<file path="src/rtl/pc_sequencer.sv">
`default_nettype none
// ============================================================================
// Module      : pc_sequencer
// Description : picoMIPS instruction-flow controller that drives programCounter
//               with hold/inc/absolute/relative controls, MUL and WAITGO stalls
//               and HALT parking. Optional taken-branch counter is enabled by
//               defining PC_SEQ_BRANCH_COUNT_EN.
// Revision    : 1.0 - initial release
// ============================================================================
module pc_sequencer #(
  parameter int P_SIZE     = 6,
  parameter int MUL_CYCLES = 4
) (
  input  logic              clk,
  input  logic              rst,
  input  logic              start,
  input  logic [2:0]        opClass,
  input  logic [P_SIZE-1:0] target,
  input  logic              zero,
  input  logic              go,
  output logic              inc,
  output logic              branchAbs,
  output logic              branchRel,
  output logic [P_SIZE-1:0] branchAddress,
  output logic              stall,
  output logic              halted,
  output logic [7:0]        branchCount
);

  localparam int CNT_W = (MUL_CYCLES > 2) ? $clog2(MUL_CYCLES - 1) : 1;
  localparam logic [CNT_W-1:0] C_MUL_LOAD = CNT_W'(MUL_CYCLES - 2);

  localparam logic [2:0] S_IDLE    = 3'd0;
  localparam logic [2:0] S_RUN     = 3'd1;
  localparam logic [2:0] S_MULWAIT = 3'd2;
  localparam logic [2:0] S_GOWAIT  = 3'd3;
  localparam logic [2:0] S_HALT    = 3'd4;

  localparam logic [2:0] OP_ALU    = 3'd0;
  localparam logic [2:0] OP_JMP    = 3'd1;
  localparam logic [2:0] OP_BEQ    = 3'd2;
  localparam logic [2:0] OP_BNE    = 3'd3;
  localparam logic [2:0] OP_MUL    = 3'd4;
  localparam logic [2:0] OP_WAITGO = 3'd5;
  localparam logic [2:0] OP_HALT   = 3'd6;

  logic [2:0]       state_q, state_d;
  logic [CNT_W-1:0] cnt_q, cnt_d;

  always_ff @(posedge clk or posedge rst) begin
    if (rst) begin
      state_q <= S_IDLE;
      cnt_q   <= '0;
    end else begin
      state_q <= state_d;
      cnt_q   <= cnt_d;
    end
  end

  always_comb begin
    state_d = state_q;
    cnt_d   = cnt_q;
    case (state_q)
      S_IDLE: if (start) state_d = S_RUN;
      S_RUN: begin
        case (opClass)
          OP_MUL: begin
            cnt_d   = C_MUL_LOAD;
            state_d = S_MULWAIT;
          end
          OP_WAITGO: if (!go) state_d = S_GOWAIT;
          OP_HALT:   state_d = S_HALT;
          default:   state_d = S_RUN;
        endcase
      end
      S_MULWAIT: begin
        if (cnt_q == '0) state_d = S_RUN;
        else             cnt_d   = cnt_q - 1'b1;
      end
      S_GOWAIT: if (go) state_d = S_RUN;
      S_HALT:   state_d = S_HALT;
      default:  state_d = S_IDLE;
    endcase
  end

  // RUN outputs are Mealy on the decoded instruction; wait states resolve on counter/go.
  always_comb begin
    inc       = 1'b0;
    branchAbs = 1'b0;
    branchRel = 1'b0;
    stall     = 1'b0;
    halted    = 1'b0;
    case (state_q)
      S_RUN: begin
        case (opClass)
          OP_JMP:    branchAbs = 1'b1;
          OP_BEQ:    if (zero) branchRel = 1'b1; else inc = 1'b1;
          OP_BNE:    if (!zero) branchRel = 1'b1; else inc = 1'b1;
          OP_MUL:    stall = 1'b1;
          OP_WAITGO: if (go) inc = 1'b1; else stall = 1'b1;
          OP_HALT:   inc = 1'b0;
          default:   inc = 1'b1;
        endcase
      end
      S_MULWAIT: if (cnt_q == '0) inc = 1'b1; else stall = 1'b1;
      S_GOWAIT:  if (go) inc = 1'b1; else stall = 1'b1;
      S_HALT:    halted = 1'b1;
      default:   inc = 1'b0;
    endcase
  end

  assign branchAddress = (branchAbs || branchRel) ? target : '0;

`ifdef PC_SEQ_BRANCH_COUNT_EN
  logic [7:0] bcnt_q;

  always_ff @(posedge clk or posedge rst) begin
    if (rst) begin
      bcnt_q <= 8'd0;
    end else if ((branchAbs || branchRel) && (bcnt_q != 8'hFF)) begin
      bcnt_q <= bcnt_q + 8'd1;
    end
  end

  assign branchCount = bcnt_q;
`else
  assign branchCount = 8'd0;
`endif

endmodule
`default_nettype wire

</file>
<file path="config.mk">
export PLATFORM = sky130hd
export DESIGN_NAME = pc_sequencer
export DESIGN_NICKNAME = d
export VERILOG_FILES = /design/src/rtl/pc_sequencer.sv
export SDC_FILE = /design/constraint.sdc
export NUM_CORES = 1
export LEC_CHECK = 0
export BUFFER_PORTS_ARGS = -buffer_cell sky130_fd_sc_hd__buf_2
export CORE_MARGIN = 4
export CORE_UTILIZATION = 40
export DETAILED_ROUTE_END_ITERATION = 10
export GPL_TIMING_DRIVEN = 0
export PLACE_DENSITY = 0.76
export SLEW_MARGIN = 20
export SYNTH_ARGS = -nofsm -noshare
export SYNTH_HDL_FRONTEND = slang
export SYNTH_SLANG_ARGS = --single-unit
</file>
<file path="constraint.sdc">
create_clock -name clk -period 2.15 [get_ports clk]
set_clock_uncertainty 0.15 [all_clocks]
set_input_delay 0.43 -clock clk [delete_from_list [all_inputs] [get_ports clk]]
set_output_delay 0.43 -clock clk [all_outputs]
set_load 0.05 [all_outputs]
</file>
==> impl_metrics.toml, run 1 <==
[grt]
track_usage = 0.1589
grt_pass1_wl_um = 2277
grt.overflow.total = 0
grt_pass1_vias = 510
grt_max_degree = 11
antenna_found_initial = 0

[clocking]
insertion_delay_ns = 0.24
cts_tree = "built"
cts_max_level = 1
clock_sinks = 5
cts_root_buf = "clkbuf_4"
clkTransAtPathRegs_ns = 0.04
numCtsBuffers = 3
cts.path.max_buffers = 2

[die]
fp.dieH_um = 44.07
rows = 12
die_area_mm2 = 0.001942
start_util = 0.4444
ios = 33
core_area_mm2 = 0.001171
fp.dieW_um = 44.07

[flow_run]
max_cap_viol_count = 0

[synthesis]
synth_cell_types = 31
synthCells = 63
avgSynthCellArea_um2 = 8.262
synth_seq_cells = 5
synth.cell_area_um2 = 520.5
yosysSeqAreaShare = 0.2404
yosysWarnings = 0

[route]
wl_per_cell_um = 12.43
vias = 543
drc_errors = 0
initialDrtViolationCount = 8
firstDrtPassIters = 3
ant_nets = 0
vias_per_cell = 4.805
drt_wl_total_um = 1405

[sta]
finalCritPeriodShare = 1.058
rsz0062_at_grt = "yes"
worst_slack_ns = -0.1250
slew_viol_final = 0
finalSetupViolCount = 8
finalSetupTns_ns = -0.7536
timing.hold.ws_ns = 0.3722
hold_viol = 0
period_needed_ns = 2.275
fmax_ghz = 0.4396

[critical_path]
path_max_fanout = 6
critical_path_class = "flop to primary output"
crit_path_start = "state_q[1]$_DFFE_PP0P_"
reg2reg_slack_ns = 0.51
reg2regPathDepth = 5
cp-endpoint = "branchAddress[5]"
r2r_end = "cnt_q[0]$_DFFE_PP0P_"
cp_data_required_time_ns = 1.57
end_kind = "primary output"
worstReg2RegStart = "state_q[0]$_DFFE_PP0P_"
start_kind = "flop"
arrival_ns = 1.69

[hold_path]
hold_path_class = "flop to flop"

[pwr]
leakagePower_nw = 0.4382
power_density_mw_per_mm2 = 1057
total_power_mw = 0.9102
ir_drop_mv = 0.6882

[final_layout]
synthToLayoutAreaGrowth_pct = 65.38
fin_nets = 115
final_cell_mix = "buf_2 (14), buf_4 (11), conb_1 (8)"
post_route_cells_drive_above_1_share = 0.5354
utilization = 0.7350
nFillCells = 94
insertedDiodeCount = 0
final_common_cell = "buf_2"

[placement]
place.gp.congestion = 0.6976
hpwl_um = 934.3
place_ws_ns = -0.1042
portBuffers = 23

[run_status]
outcome = "finished, violations left"
violations = "setup timing"
==> synthesized netlist by cell type <==
| cell type | n | area share |
|---|---|---|
| a211oi_1 | 2 | 0.029 |
| a21bo_2 | 1 | 0.019 |
| a21oi_1 | 6 | 0.058 |
| a21oi_2 | 1 | 0.017 |
| a32oi_1 | 1 | 0.017 |
| and2_1 | 6 | 0.072 |
| and3_1 | 1 | 0.012 |
| and3b_1 | 1 | 0.017 |
| buf_2 | 1 | 0.0096 |
| buf_4 | 9 | 0.13 |
| clkbuf_1 | 2 | 0.014 |
| conb_1 | 1 | 0.0072 |
| dfrtp_1 | 5 | 0.24 |
| ha_1 | 1 | 0.024 |
| inv_1 | 3 | 0.022 |
| mux2_2 | 1 | 0.022 |
| mux2i_1 | 1 | 0.019 |
| nand2b_1 | 2 | 0.024 |
| nand3b_1 | 2 | 0.029 |
| nor2_1 | 5 | 0.036 |
| nor3_1 | 1 | 0.0096 |
| nor3b_1 | 1 | 0.014 |
| nor4b_1 | 1 | 0.017 |
| nor4b_2 | 1 | 0.029 |
| o2111ai_1 | 1 | 0.017 |
| o21ai_0 | 1 | 0.0096 |
| o21bai_1 | 1 | 0.014 |
| o2bb2ai_1 | 1 | 0.017 |
| or3_1 | 1 | 0.012 |
| or4b_4 | 1 | 0.026 |
| xor2_1 | 1 | 0.017 |
==> routing by layer <==
metal | up-vias | global-route usage | part of all wire
met5 | - | 0 | 0
met4 | 0 | 0.01807 | 0
met3 | 0 | 0.06504 | 0.052
met2 | 15 | 0.2791 | 0.56
met1 | 249 | 0.1852 | 0.39
li1 | 279 | - | -
==> stage by stage <==
stage	cells	cell area, um2
6_report	113	860.8
5_1_grt	113	860.8
4_1_cts	113	843.3
3_5_place_dp	107	686.9
3_3_place_gp	107	686.9
2_1_floorplan	70	554.3
==> repair_timing <==
item,4_1_cts,5_1_grt
buffers inserted,1,0
gates resized for setup,33,5
endpoints found under the hold margin,5,0
pin swaps,7,4
cloned,0,0
hold buffers,1,0
setup endpoints to repair,10,10
==> where the power goes <==
| part | switching, mW | internal, mW |
|---|---|---|
| clock | 0.0382 | 0.0701 |
| sequential | 0.0206 | 0.134 |
| combinational | 0.374 | 0.272 |
==> cell type report <==
class                   instances  area, um2  area share
flip-flops and latches          5      125.1      0.1453
clock buffers                   4      26.28     0.03052
plain buffers                  12      87.58      0.1017
repair buffers                 25      210.2      0.2442
multi-input cells              50      382.9      0.4448
inverters                       3      11.26     0.01308
well taps                      14      17.52     0.02035
==> cell families (layout without fill, tap and decap cells) <==
| family | after synthesis | in the layout | synth area share |
|---|---|---|---|
| other | 1 | 8 | 0.007205 |
| DFF | 5 | 5 | 0.2404 |
| AOI/OAI and AO/OA | 15 | 15 | 0.1971 |
| xor gates and xnor gates | 1 | 1 | 0.01683 |
| muxes | 2 | 2 | 0.04086 |
| adders and majority gates | 1 | 1 | 0.02403 |
| buffers and inverters | 15 | 44 | 0.1755 |
| and+or+nand+nor | 23 | 23 | 0.2981 |
==> critical path, cell delays in order, from the launching register on <==
cell	delay, ns
dfrtp_1	0.38
or4b_4	0.56
a21oi_4	0.20
and2_4	0.18
buf_8	0.14
==> registers in the layout, summed over array words and instances, names as in the netlist <==
| signal | cells |
|---|---|
| state_q | 3 |
| cnt_q | 2 |
==> worst min-delay path by stage <==
stage / start / end / slack, ns / cells after the start
after floorplan: rst / cnt_q[0]$_DFFE_PP0P_ / 0.06 / 1
after global placement: rst / cnt_q[0]$_DFFE_PP0P_ / 0.18 / 2
after detailed placement: rst / cnt_q[1]$_DFFE_PP0P_ / 0.19 / 2
after CTS: cnt_q[0]$_DFFE_PP0P_ / cnt_q[0]$_DFFE_PP0P_ / 0.38 / 1
after global routing: cnt_q[0]$_DFFE_PP0P_ / cnt_q[0]$_DFFE_PP0P_ / 0.41 / 1
final: cnt_q[0]$_DFFE_PP0P_ / cnt_q[0]$_DFFE_PP0P_ / 0.37 / 1
(Power assumes the default switching activity.)
==> run 2, diff against run 1 <==
--- a/config.mk
+++ b/config.mk
@@ -6,11 +6,13 @@
 export NUM_CORES = 1
 export LEC_CHECK = 0
 export BUFFER_PORTS_ARGS = -buffer_cell sky130_fd_sc_hd__buf_2
+export CELL_PAD_IN_SITES_DETAIL_PLACEMENT = 0
+export CELL_PAD_IN_SITES_GLOBAL_PLACEMENT = 2
 export CORE_MARGIN = 4
-export CORE_UTILIZATION = 40
+export CORE_UTILIZATION = 21
 export DETAILED_ROUTE_END_ITERATION = 10
 export GPL_TIMING_DRIVEN = 0
-export PLACE_DENSITY = 0.76
+export PLACE_DENSITY = 0.77
 export SLEW_MARGIN = 20
 export SYNTH_ARGS = -nofsm -noshare
 export SYNTH_HDL_FRONTEND = slang
==> run 2 against run 1 <==
The flow still finishes with violations (setup timing). Sequential share of layout area decreased by 0.37 points. Final area increased by 2.6%. Count of clock-buffer cells in the layout unchanged. Die area increased by 72%. Worst hold slack got worse by 0.0015 ns. Core utilization decreased by 35 points. Via count increased by 2.0%. Wire length decreased by 3.3%. Largest power group unchanged.
==> impl_metrics.toml, run 2 (synthesis results as in run 1) <==
[placement]
hpwl_um = 1041
placed_area_um2 = 704.4
dp_cells = 121
portBuffers = 23
place.gp.congestion = 0.7119

[critical_path]
end_kind = "primary output"
arrival_ns = 1.68
crit_chain = "or4b_4 -> a21oi_4 -> and2_4 -> buf_8"
cpMaxStageDelayCell = "or4b_4"
critical_path_class = "flop to primary output"
start_kind = "flop"
path_max_fanout = 6
slowest_delay_ns = 0.56
cp_data_required_time_ns = 1.57

[route]
wl_per_cell_um = 10.53
vias_per_cell = 4.295
firstDrtPassIters = 2
ant_nets = 0
vias = 554
drt_wl_total_um = 1358
initialDrtViolationCount = 4
drc_errors = 0

[clocking]
insertion_delay_ns = 0.23
cts_max_level = 1
cts_root_buf = "clkbuf_4"
numCtsBuffers = 3
cts_tree = "built"
cts.path.max_buffers = 2
clock_sinks = 5
clkTransAtPathRegs_ns = 0.04

[sta]
hold_viol = 0
slew_viol_final = 0
rsz0062_at_grt = "yes"
timing.hold.ws_ns = 0.3706
fmax_ghz = 0.4418
finalCritPeriodShare = 1.053
finalSetupViolCount = 9
worst_slack_ns = -0.1136
period_needed_ns = 2.264

[flow_run]
max_cap_viol_count = 0

[pwr]
p_seq_frac = 0.170
p_int_mw = 0.4826
clock_power_share = 0.113
swShare = 0.4663
power_density_mw_per_mm2 = 1024
ir_drop_mv = 0.3664
p_switching_mw = 0.4217
leakagePower_nw = 0.4458
p_comb_frac = 0.717

[die]
die_area_mm2 = 0.003339
rows = 17
core_area_mm2 = 0.002276
fp.dieW_um = 57.79
ios = 33
fp.dieH_um = 57.79
start_util = 0.2287

[run_status]
outcome = "finished, violations left"
violations = "setup timing"

[hold_path]
hold_path_class = "flop to flop"

[final_layout]
top_register = "state_q"
top_regs = "state_q (3), cnt_q (2)"
fin_area_um2 = 883.3
final_common_cell = "buf_2"
utilization = 0.3881
nFillCells = 237
insertedDiodeCount = 0
fin_nets = 117
synthToLayoutAreaGrowth_pct = 69.71
post_route_cells_drive_above_1_share = 0.5347
largest_register_ffs = 3
final_cell_mix = "buf_2 (15), buf_4 (13), conb_1 (8)"
finalNonFillerCells = 129

[grt]
grt_pass1_vias = 521
track_usage = 0.08425
grt.overflow.total = 0
grt_max_degree = 11
grt_pass1_wl_um = 2249
antenna_found_initial = 0
-- run 2: changes by cell type in the layout (fill, tap and decap cells not counted) --
| cell | change |
|---|---|
| a32oi_2 | -1 |
| buf_4 | +2 |
| a32oi_1 | +1 |
| buf_2 | +1 |
| clkbuf_4 | -1 |
-- run 2: final timing paths --
path | start | to | slack (ns) | cells past startpoint
hold reg to reg | cnt_q[0]$_DFFE_PP0P_ | cnt_q[0]$_DFFE_PP0P_ | 0.37 | 1
hold / removal | cnt_q[0]$_DFFE_PP0P_ | cnt_q[0]$_DFFE_PP0P_ | 0.37 | 1
max in group asynchronous | rst | state_q[0]$_DFFE_PP0P_ | 1.19 | 3
setup reg to reg | state_q[0]$_DFFE_PP0P_ | cnt_q[0]$_DFFE_PP0P_ | 0.52 | 5
min in group asynchronous | rst | state_q[2]$_DFFE_PP0P_ | 0.49 | 3
setup / recovery | state_q[2]$_DFFE_PP0P_ | branchAddress[1] | -0.11 | 4
-- run 2: through the flow --
stage | setup slack [ns] | power, mW | setup TNS, ns
global route | -0.1836 | 0.9772 | -1.446
global placement | -0.09776 | 0.6752 | -0.5648
CTS | -0.1283 | 0.8693 | -0.8015
finish | -0.1136 | 0.9043 | -0.7641
floorplan | -0.02173 | 0.5797 | -0.02173
detailed placement | -0.1384 | 0.6776 | -0.7635
-- run 2: final cells by class --
class	instances	area [um2]	share of cell area
Tap cell	28	35.03	0.03966
Multi-Input combinational cell	50	375.4	0.4249
Buffer	12	85.08	0.09632
Timing Repair Buffer	27	225.2	0.2550
Clock buffer	4	26.28	0.02975
Inverter	3	11.26	0.01275
Sequential cell	5	125.1	0.1416
-- run 2: power by group through the flow --
stage | registers, mW | clock network (mW) | logic [mW]
floorplan | 0.150 | 0 | 0.430
global placement | 0.152 | 0 | 0.523
detailed placement | 0.154 | 0 | 0.523
CTS | 0.155 | 0.106 | 0.608
global route | 0.158 | 0.110 | 0.709
finish | 0.154 | 0.102 | 0.649
-- run 2: layer usage --
metal	vias to the layer above	track usage	wire, um
met5	-	0	0
li1	282	-	-
met1	250	0.1013	550
met2	22	0.1452	684
met4	0	0.02980	0
met3	0	0.02004	122
-- run 2: repair_timing --
action,4_1_cts,5_1_grt
endpoints found under the setup margin,10,10
pin swaps,5,3
hold buffers,1,0
gates resized for setup,31,6
buffers inserted,1,2
hold endpoints to repair,5,0
-- run 2: worst max-delay path: cells and delay by family (launching register included) --
kind,cells,cell delay (ns)
buffers and inverters,1,0.14
DFF,1,0.37
AOI/OAI and AO/OA,1,0.20
and+or+nand+nor,2,0.75
==> run 3, diff against run 2 <==
--- a/config.mk
+++ b/config.mk
@@ -12,7 +12,7 @@
 export CORE_UTILIZATION = 21
 export DETAILED_ROUTE_END_ITERATION = 10
 export GPL_TIMING_DRIVEN = 0
-export PLACE_DENSITY = 0.77
+export PLACE_DENSITY_LB_ADDON = 0.1
 export SLEW_MARGIN = 20
 export SYNTH_ARGS = -nofsm -noshare
 export SYNTH_HDL_FRONTEND = slang
==> run 3 against run 2 <==
The run still ends with setup timing left. Wire length up 12%. Critical path depth did not move. Count of clock-buffer cells in the layout stayed put. Core utilization rose by 0.22 points. Flip-flop and latch count did not move. Global-route usage rose by 0.90 points. Largest cell class unchanged. Fmax is 0.93% lower. Final area grew 0.57%. Via count decreased by 3.1%. Combinational power increased by 2%. Sequential power is essentially flat. First-iteration DRC count rose by 25%. Highest routed layer unchanged.
==> impl_metrics.toml, run 3 (synthesis results as in run 1) <==
[final_layout]
largest_register_ffs = 3
fin_nets = 117
utilization = 0.3903
synthToLayoutAreaGrowth_pct = 70.67
top_regs = "state_q (3), cnt_q (2)"
post_route_cells_drive_above_1_share = 0.5347
final_common_cell = "buf_4"
insertedDiodeCount = 0
top_register = "state_q"
final_cell_mix = "buf_4 (14), buf_2 (13), conb_1 (8)"
finalNonFillerCells = 129

[route]
drt_wl_total_um = 1515
initialDrtViolationCount = 5
drc_errors = 0
firstDrtPassIters = 2
vias = 537
wl_per_cell_um = 11.74
ant_nets = 0
vias_per_cell = 4.163

[hold_path]
hold_path_class = "flop to flop"

[placement]
hpwl_um = 1074
dp_cells = 121
portBuffers = 23
place.gp.congestion = 0.7364

[flow_run]
max_cap_viol_count = 0

[critical_path]
start_kind = "flop"
arrival_ns = 1.70
critical_path_class = "flop to primary output"
path_max_fanout = 6
end_kind = "primary output"
cp_data_required_time_ns = 1.57

[grt]
grt_max_degree = 11
grt.overflow.total = 0
grt_pass1_vias = 535
antenna_found_initial = 0
grt.busiest_layer = "met2"
use_met1 = 0.1101
grt_pass1_wl_um = 2428
track_usage = 0.09324
met3_usage = 0.03563
met2_usage = 0.1597

[pwr]
power_density_mw_per_mm2 = 1044
p_switching_mw = 0.4389
leakagePower_nw = 0.4456
clock_power_share = 0.118
p_int_mw = 0.4887
p_seq_frac = 0.169
swShare = 0.4731
p_comb_frac = 0.713
ir_drop_mv = 0.3836

[clocking]
numCtsBuffers = 3
clock_sinks = 5
cts_max_level = 1
cts_root_buf = "clkbuf_4"
clkTransAtPathRegs_ns = 0.04
cts_tree = "built"
insertion_delay_ns = 0.24
cts.path.max_buffers = 2

[die]
fp.dieH_um = 57.79
ios = 33
core_area_mm2 = 0.002276
die_area_mm2 = 0.003339
start_util = 0.2287
fp.dieW_um = 57.79
rows = 17

[sta]
finalCritPeriodShare = 1.063
finalSetupViolCount = 7
finalSetupTns_ns = -0.8852
fmax_ghz = 0.4377
hold_viol = 0
slew_viol_final = 0
worst_slack_ns = -0.1347
period_needed_ns = 2.285
rsz0062_at_grt = "yes"

[run_status]
outcome = "finished, violations left"
violations = "setup timing"
==> run 3: cell count changes in the layout (fill, tap and decap cells not counted), sizes merged <==
cell | previous run | this run
buf | 37 | 36
clkbuf | 5 | 6
==> run 3: final timing paths <==
kind / to / cells past startpoint / start / slack [ns]
min in group asynchronous: cnt_q[1]$_DFFE_PP0P_ / 3 / rst / 0.48
min reg2reg: cnt_q[0]$_DFFE_PP0P_ / 1 / cnt_q[0]$_DFFE_PP0P_ / 0.37
max reg2reg: cnt_q[0]$_DFFE_PP0P_ / 5 / state_q[0]$_DFFE_PP0P_ / 0.52
max: branchAddress[2] / 4 / state_q[1]$_DFFE_PP0P_ / -0.13
max in group asynchronous: state_q[2]$_DFFE_PP0P_ / 3 / rst / 1.19
min: cnt_q[0]$_DFFE_PP0P_ / 1 / cnt_q[0]$_DFFE_PP0P_ / 0.37
==> run 3: stage by stage <==
step	instance area (um2)	hold slack [ns]	setup WS, ns	power, mW
2_1_floorplan	554.3	0.05852	-0.02173	0.5797
4_1_cts	878.3	0.3737	-0.1464	0.9170
5_1_grt	888.4	0.3848	-0.2083	0.9915
6_report	888.4	0.3716	-0.1347	0.9276
3_5_place_dp	704.4	0.1908	-0.1263	0.6825
3_3_place_gp	704.4	0.1878	-0.1240	0.6878
==> run 3: power groups by stage <==
| stage | Clock, mW | Sequential, mW | Combinational (mW) |
|---|---|---|---|
| floorplan | 0 | 0.150 | 0.430 |
| global placement | 0 | 0.156 | 0.532 |
| detailed placement | 0 | 0.157 | 0.526 |
| CTS | 0.115 | 0.157 | 0.645 |
| global route | 0.125 | 0.161 | 0.705 |
| finish | 0.109 | 0.157 | 0.662 |
==> run 3: cell type report <==
| class | instances | area [um2] |
|---|---|---|
| Clock buffer | 4 | 26.28 |
| Timing Repair Buffer | 27 | 225.2 |
| Buffer | 12 | 90.09 |
| Fill cell | 230 | 1388 |
| Tap cell | 28 | 35.03 |
| Sequential cell | 5 | 125.1 |
| Inverter | 3 | 11.26 |
| Multi-Input combinational cell | 50 | 375.4 |
==> run 3: timing repair <==
item | in CTS | in global routing
resized for setup | 36 | 2
endpoints found under the setup margin | 10 | 10
endpoints found under the hold margin | 5 | 0
buffers inserted | 2 | 1
pin swaps | 8 | 3
hold buffers | 1 | 0
==> run 3: worst max-delay path, stage by stage, from the launching register on <==
cell and delay [ns]:
dfrtp_1 0.39, or4b_4 0.54, a21oi_4 0.20, and2_4 0.19, buf_8 0.14
==> run 3: per-layer routing <==
| metal | vias up | wire length [um] |
|---|---|---|
| met2 | 21 | 805 |
| met4 | 0 | 0 |
| met5 | - | 0 |
| met1 | 236 | 598 |
| li1 | 280 | - |
| met3 | 0 | 111 |
